==> config.mk <==
export PLATFORM = sky130hd
export DESIGN_NAME = tmu2_hdiv
export DESIGN_NICKNAME = d
export VERILOG_FILES = /design/src/rtl/tmu2_hdiv_pkg.sv /design/src/rtl/tmu2_hdiv_divider17.sv /design/src/rtl/tmu2_hdiv.sv
export SDC_FILE = /design/constraint.sdc
export NUM_CORES = 1
export LEC_CHECK = 0
export CAP_MARGIN = 40
export CORE_UTILIZATION = 45
export DETAILED_ROUTE_END_ITERATION = 10
export HOLD_SLACK_MARGIN = 0.03
export PLACE_DENSITY_LB_ADDON = 0.08
export SLEW_MARGIN = 40
export SYNTH_ARGS = -nofsm -noshare
export SYNTH_HDL_FRONTEND = slang
export SYNTH_HIERARCHICAL = 1
export SYNTH_SLANG_ARGS = --single-unit
==> constraint.sdc <==
create_clock -name sys_clk -period 4.7 [get_ports sys_clk]
set_input_delay 0.705 -clock sys_clk [delete_from_list [all_inputs] [get_ports sys_clk]]
set_output_delay 0.705 -clock sys_clk [all_outputs]
set_load 0.01 [all_outputs]
==> src/rtl/tmu2_hdiv_pkg.sv <==
// Shared definitions for the TMU2 horizontal divider stage.
package tmu2_hdiv_pkg;

  localparam int unsigned COORD_W = 12;
  localparam int unsigned TEX_W   = 18;
  localparam int unsigned SPAN_W  = 17;
  localparam int unsigned SQW_W   = 11;
  localparam int unsigned CNT_W   = 5;

  typedef enum logic [1:0] {
    IDLE   = 2'd0,
    DIVIDE = 2'd1,
    OUTPUT = 2'd2
  } state_e;

endpackage

==> src/rtl/tmu2_hdiv_divider17.sv <==
// 17-bit sequential restoring divider, one quotient bit per cycle, MSB first.
module tmu2_divider17
  import tmu2_hdiv_pkg::*;
(
  input  logic              clk,
  input  logic              rst,
  input  logic              start,
  input  logic [SPAN_W-1:0] dividend,
  input  logic [SPAN_W-1:0] divisor,
  output logic [SPAN_W-1:0] quotient,
  output logic [SPAN_W-1:0] remainder,
  output logic              ready
);

  logic [SPAN_W-1:0] dividend_q, divisor_q, rem_q, quo_q;
  logic [SPAN_W-1:0] rem_d, quo_d;
  logic [CNT_W-1:0]  cnt_q;
  logic              active_q;
  logic [SPAN_W:0]   shifted;
  logic              ge;

  // Shift and compare run one bit wider so the incoming dividend bit never overflows.
  always_comb begin
    shifted = {rem_q, dividend_q[cnt_q]};
    ge      = shifted >= {1'b0, divisor_q};
    rem_d   = ge ? SPAN_W'(shifted - {1'b0, divisor_q}) : shifted[SPAN_W-1:0];
    quo_d   = {quo_q[SPAN_W-2:0], ge};
  end

  always_ff @(posedge clk) begin
    if (rst) begin
      active_q <= 1'b0;
    end else if (start) begin
      dividend_q <= dividend;
      divisor_q  <= divisor;
      rem_q      <= '0;
      quo_q      <= '0;
      cnt_q      <= CNT_W'(SPAN_W - 1);
      active_q   <= 1'b1;
    end else if (active_q) begin
      rem_q <= rem_d;
      quo_q <= quo_d;
      if (cnt_q == '0) active_q <= 1'b0;
      else             cnt_q    <= cnt_q - 1'b1;
    end
  end

  // High during the cycle whose edge performs the final step.
  assign ready     = active_q && (cnt_q == '0);
  assign quotient  = quo_q;
  assign remainder = rem_q;

endmodule

==> src/rtl/tmu2_hdiv.sv <==
// TMU2 horizontal divider: divides both texture spans by the square width and
// hands quotient/remainder pairs plus pass-through coordinates downstream.
module tmu2_hdiv
  import tmu2_hdiv_pkg::*;
(
  input  logic                      sys_clk,
  input  logic                      sys_rst,
  output logic                      busy,
  input  logic                      pipe_stb_i,
  output logic                      pipe_ack_o,
  input  logic signed [COORD_W-1:0] x,
  input  logic signed [COORD_W-1:0] y,
  input  logic signed [TEX_W-1:0]   tsx,
  input  logic signed [TEX_W-1:0]   tsy,
  input  logic                      diff_x_positive,
  input  logic                      diff_y_positive,
  input  logic [SPAN_W-1:0]         diff_x,
  input  logic [SPAN_W-1:0]         diff_y,
  input  logic [SQW_W-1:0]          dst_squarew,
  output logic                      pipe_stb_o,
  input  logic                      pipe_ack_i,
  output logic signed [COORD_W-1:0] x_f,
  output logic signed [COORD_W-1:0] y_f,
  output logic signed [TEX_W-1:0]   tsx_f,
  output logic signed [TEX_W-1:0]   tsy_f,
  output logic                      diff_x_positive_f,
  output logic                      diff_y_positive_f,
  output logic [SPAN_W-1:0]         diff_x_q,
  output logic [SPAN_W-1:0]         diff_x_r,
  output logic [SPAN_W-1:0]         diff_y_q,
  output logic [SPAN_W-1:0]         diff_y_r
);

  state_e            state_q;
  logic              start;
  logic              x_ready;
  logic              y_ready_unused;
  logic [SPAN_W-1:0] divisor;

  assign start      = (state_q == IDLE) && pipe_stb_i;
  assign divisor    = {{(SPAN_W - SQW_W){1'b0}}, dst_squarew};
  assign pipe_ack_o = (state_q == IDLE);
  assign pipe_stb_o = (state_q == OUTPUT);
  assign busy       = (state_q != IDLE);

  always_ff @(posedge sys_clk) begin
    if (sys_rst) begin
      state_q <= IDLE;
    end else begin
      case (state_q)
        IDLE: if (pipe_stb_i) begin
          x_f               <= x;
          y_f               <= y;
          tsx_f             <= tsx;
          tsy_f             <= tsy;
          diff_x_positive_f <= diff_x_positive;
          diff_y_positive_f <= diff_y_positive;
          state_q           <= DIVIDE;
        end
        DIVIDE:  if (x_ready)    state_q <= OUTPUT;
        OUTPUT:  if (pipe_ack_i) state_q <= IDLE;
        default: state_q <= IDLE;
      endcase
    end
  end

  // Both dividers start together and take identical cycle counts.
  tmu2_divider17 u_div_x (
    .clk       (sys_clk),
    .rst       (sys_rst),
    .start     (start),
    .dividend  (diff_x),
    .divisor   (divisor),
    .quotient  (diff_x_q),
    .remainder (diff_x_r),
    .ready     (x_ready)
  );

  tmu2_divider17 u_div_y (
    .clk       (sys_clk),
    .rst       (sys_rst),
    .start     (start),
    .dividend  (diff_y),
    .divisor   (divisor),
    .quotient  (diff_y_q),
    .remainder (diff_y_r),
    .ready     (y_ready_unused)
  );

endmodule
==> flow_metrics.py <==
metrics = {
    "placed_design": {
        "io_buffer_count": 243,
        "placed_cells": 1173,
        "gp_congestion": 0.878,
        "dp_hpwl_um": 15500,
        "post-place-ws_ns": 0.567,
        "place_area_um2": 12300,
    },
    "sta": {
        "fmax_mhz": 241,
        "tightest_slew_ns": 0.779,
        "setup_viol": 0,
        "fin_crit_sh": 0.881,
        "fin_skew_ns": 0.00965,
        "fin_crit_ns": 4.14,
        "finalHoldViolCount": 0,
        "rsz0062_at_grt": "false",
        "final.setup.worst_slack_ns": 0.557,
        "drv_slew": 0,
        "setup_tns_ns": 0,
        "relSlewSlack": 0.480,
    },
    "pwr": {
        "comb_power_share": 0.181,
        "p_per_area_nw_per_um2": 379,
        "p_switching_mw": 1.23,
        "p_seq_frac": 0.464,
        "p_clk_frac": 0.355,
        "irDropWorstVdd_uv": 368,
        "cellLeakagePower_nw": 4.83,
        "intPower_mw": 3.73,
        "p_sw_frac": 0.247,
    },
    "clock_tree": {
        "htree_levels": 1,
        "cts_root_buf": "clkbuf_16",
        "hold_buffers": 0,
        "cts_tree": "done",
        "clock_latency_ns": 0.51,
        "cts_sinks": 212,
        "postCtsSetupRepairBufs": 0,
        "cts_made_buffers": 24,
        "postCtsResizedCells": 0,
        "cts.clk_slew.worst_paths_ns": 0.06,
        "cts_buffer_depth": 3,
    },
    "global_route": {
        "globalRouteOverflowTotal": 0,
        "globalRouteTotalUtil": 0.198,
        "antenna_found_initial": 0,
        "grt_max_degree": 63,
        "grt_pass1_vias": 6420,
        "grt_pass1_wl_um": 33600,
    },
    "synthesis": {
        "yosysWarnings": 6,
        "postSynthCellCount": 658,
        "netlist_area_um2": 9490,
        "avgSynthCellArea_um2": 14.4,
    },
    "outcome": {
        "status": "finished clean",
    },
    "finish": {
        "nets": 1080,
        "multi_input_area_um2": 2950,
        "seq_area_um2": 6330,
        "final_cells": 1215,
        "syn_to_final_growth_pct": 37.9,
        "drive_gt1_frac": 0.0783,
        "fillCellCount": 1534,
        "diodes": 0,
        "fin_area_um2": 13100,
    },
    "critical_path": {
        "end_kind": "flip-flop",
        "r2r_setup_slack_ns": 0.56,
        "path_common_cell": "a211oi_1",
        "cp_data_required_time_ns": 4.97,
        "crit_chain": "mux4_2 > nor2b_1 > a211oi_1 > a211oi_1 > a21oi_2 > ha_1 > inv_1 > fa_1 > a211oi_1 > o21ai_2 > a21oi_1 > a31oi_4 > nand2b_1 > inv_1 > a31o_2",
        "timing.rr.start": "u_div_y/cnt_q[0]$_SDFFCE_PP0P_",
        "critPathArrivalTime_ns": 4.41,
        "rr_worst_depth": 15,
        "crit_family": "compound AO/OA/AOI/OAI gates",
        "max_stage_delay_ns": 0.53,
        "rr_endpoint": "u_div_y/remainder[11]$_SDFFCE_PP0P_",
        "critPathBufInv": 2,
        "cp_max_fo": 12,
        "cp-start-kind": "flip-flop",
        "path_class": "flip-flop to flip-flop",
        "cpMaxStageDelayCell": "mux4_2",
    },
    "hold_path": {
        "whs_endpoint": "state_q[0]$_SDFFE_PP0P_",
        "worstHoldStart": "state_q[1]$_SDFFE_PP0P_",
        "hold_path_depth": 1,
        "holdCritPathClass": "flip-flop to flip-flop",
    },
    "floorplan": {
        "die_y_um": 147,
        "coreArea_um2": 20400,
        "core.rowCount": 52,
        "ios": 244,
        "die_area_um2": 21700,
        "start_util": 0.465,
        "die_w_um": 147,
    },
    "drt": {
        "viasPerCell": 5.12,
        "wire_per_inst_um": 17.3,
        "route.detailed.drc": 0,
        "routed_wirelength_um": 21100,
        "drtIter0Drc": 361,
        "drt_pass1_iterations": 5,
        "postRouteAntennaNets": 0,
        "via_count": 6226,
    },
    "run": {
        "cap_viol_max_count": 0,
    },
}
[power by group through the flow]
stage                     Combinational, mW  Clock (mW)  Sequential, mW
after global routing                  0.985        1.87            2.32
after detailed placement              0.896           0            2.34
final                                 0.898        1.76            2.30
after CTS                             0.901        1.80            2.30
after global placement                0.869           0            2.34
after floorplan                       0.512           0            2.36
[worst max path at each step]
stage | startpoint | endpoint | depth (start not counted)
6_report | u_div_y/cnt_q[0]$_SDFFCE_PP0P_ | u_div_y/remainder[11]$_SDFFCE_PP0P_ | 15
5_1_grt | u_div_y/cnt_q[0]$_SDFFCE_PP0P_ | u_div_y/remainder[11]$_SDFFCE_PP0P_ | 15
4_1_cts | u_div_x/cnt_q[0]$_SDFFCE_PP0P_ | u_div_x/remainder[11]$_SDFFCE_PP0P_ | 15
3_5_place_dp | u_div_x/cnt_q[0]$_SDFFCE_PP0P_ | u_div_x/remainder[11]$_SDFFCE_PP0P_ | 15
3_3_place_gp | u_div_y/cnt_q[0]$_SDFFCE_PP0P_ | u_div_y/remainder[11]$_SDFFCE_PP0P_ | 15
2_1_floorplan | pipe_stb_i | u_div_x/dividend_q[0]$_DFFE_PP_ | 3
[placed cells by master, fill, tap and decap left out, types with 12 or more instances in the layout]
cell / count
clkdlybuf4s50_1: 243
nor2b_1: 38
o21ai_0: 14
nand2_1: 16
xnor2_1: 22
mux2i_1: 20
clkbuf_16: 24
a21oi_1: 33
a211oi_1: 14
ha_1: 38
nor2_1: 47
edfxtp_1: 208
conb_1: 12
inv_1: 51
[registers in the layout (all words and copies together), names as in the netlist, 2 cells and up]
| signal | flops |
|---|---|
| state_q | 2 |
| tsx_f | 18 |
| tsy_f | 18 |
| u_div_x/cnt_q | 5 |
| u_div_x/dividend_q | 17 |
| u_div_x/divisor_q | 17 |
| u_div_x/quotient | 17 |
| u_div_x/remainder | 17 |
| u_div_y/cnt_q | 5 |
| u_div_y/dividend_q | 17 |
| u_div_y/divisor_q | 17 |
| u_div_y/quotient | 17 |
| u_div_y/remainder | 17 |
| x_f | 12 |
| y_f | 12 |
[routing by layer]
layer / track usage / routed length, um / vias up
met4: 0.0608 / 487 / 0
met2: 0.325 / 9990 / 253
met3: 0.0640 / 1930 / 33
met5: 0 / 0 / -
li1: - / - / 2990
met1: 0.248 / 8670 / 2950
[metrics by stage]
step | utilization | total power, mW | hold slack [ns]
after floorplan | - | 2.87 | 0.451
final | 0.641 | 4.96 | 0.525
after global routing | 0.641 | 5.17 | 0.589
after CTS | 0.640 | 5.01 | 0.529
after detailed placement | 0.604 | 3.24 | 0.515
after global placement | 0.601 | 3.21 | 0.487
[area by class of cell]
class,instances,share of cell area
Sequential cell,212,0.483
Multi-Input combinational cell,388,0.225
Timing Repair Buffer,252,0.194
Clock buffer,28,0.0470
Tap cell,270,0.0258
Inverter,51,0.0146
Clock inverter,14,0.00956
Note: power is estimated with default switching activity, not from simulation.
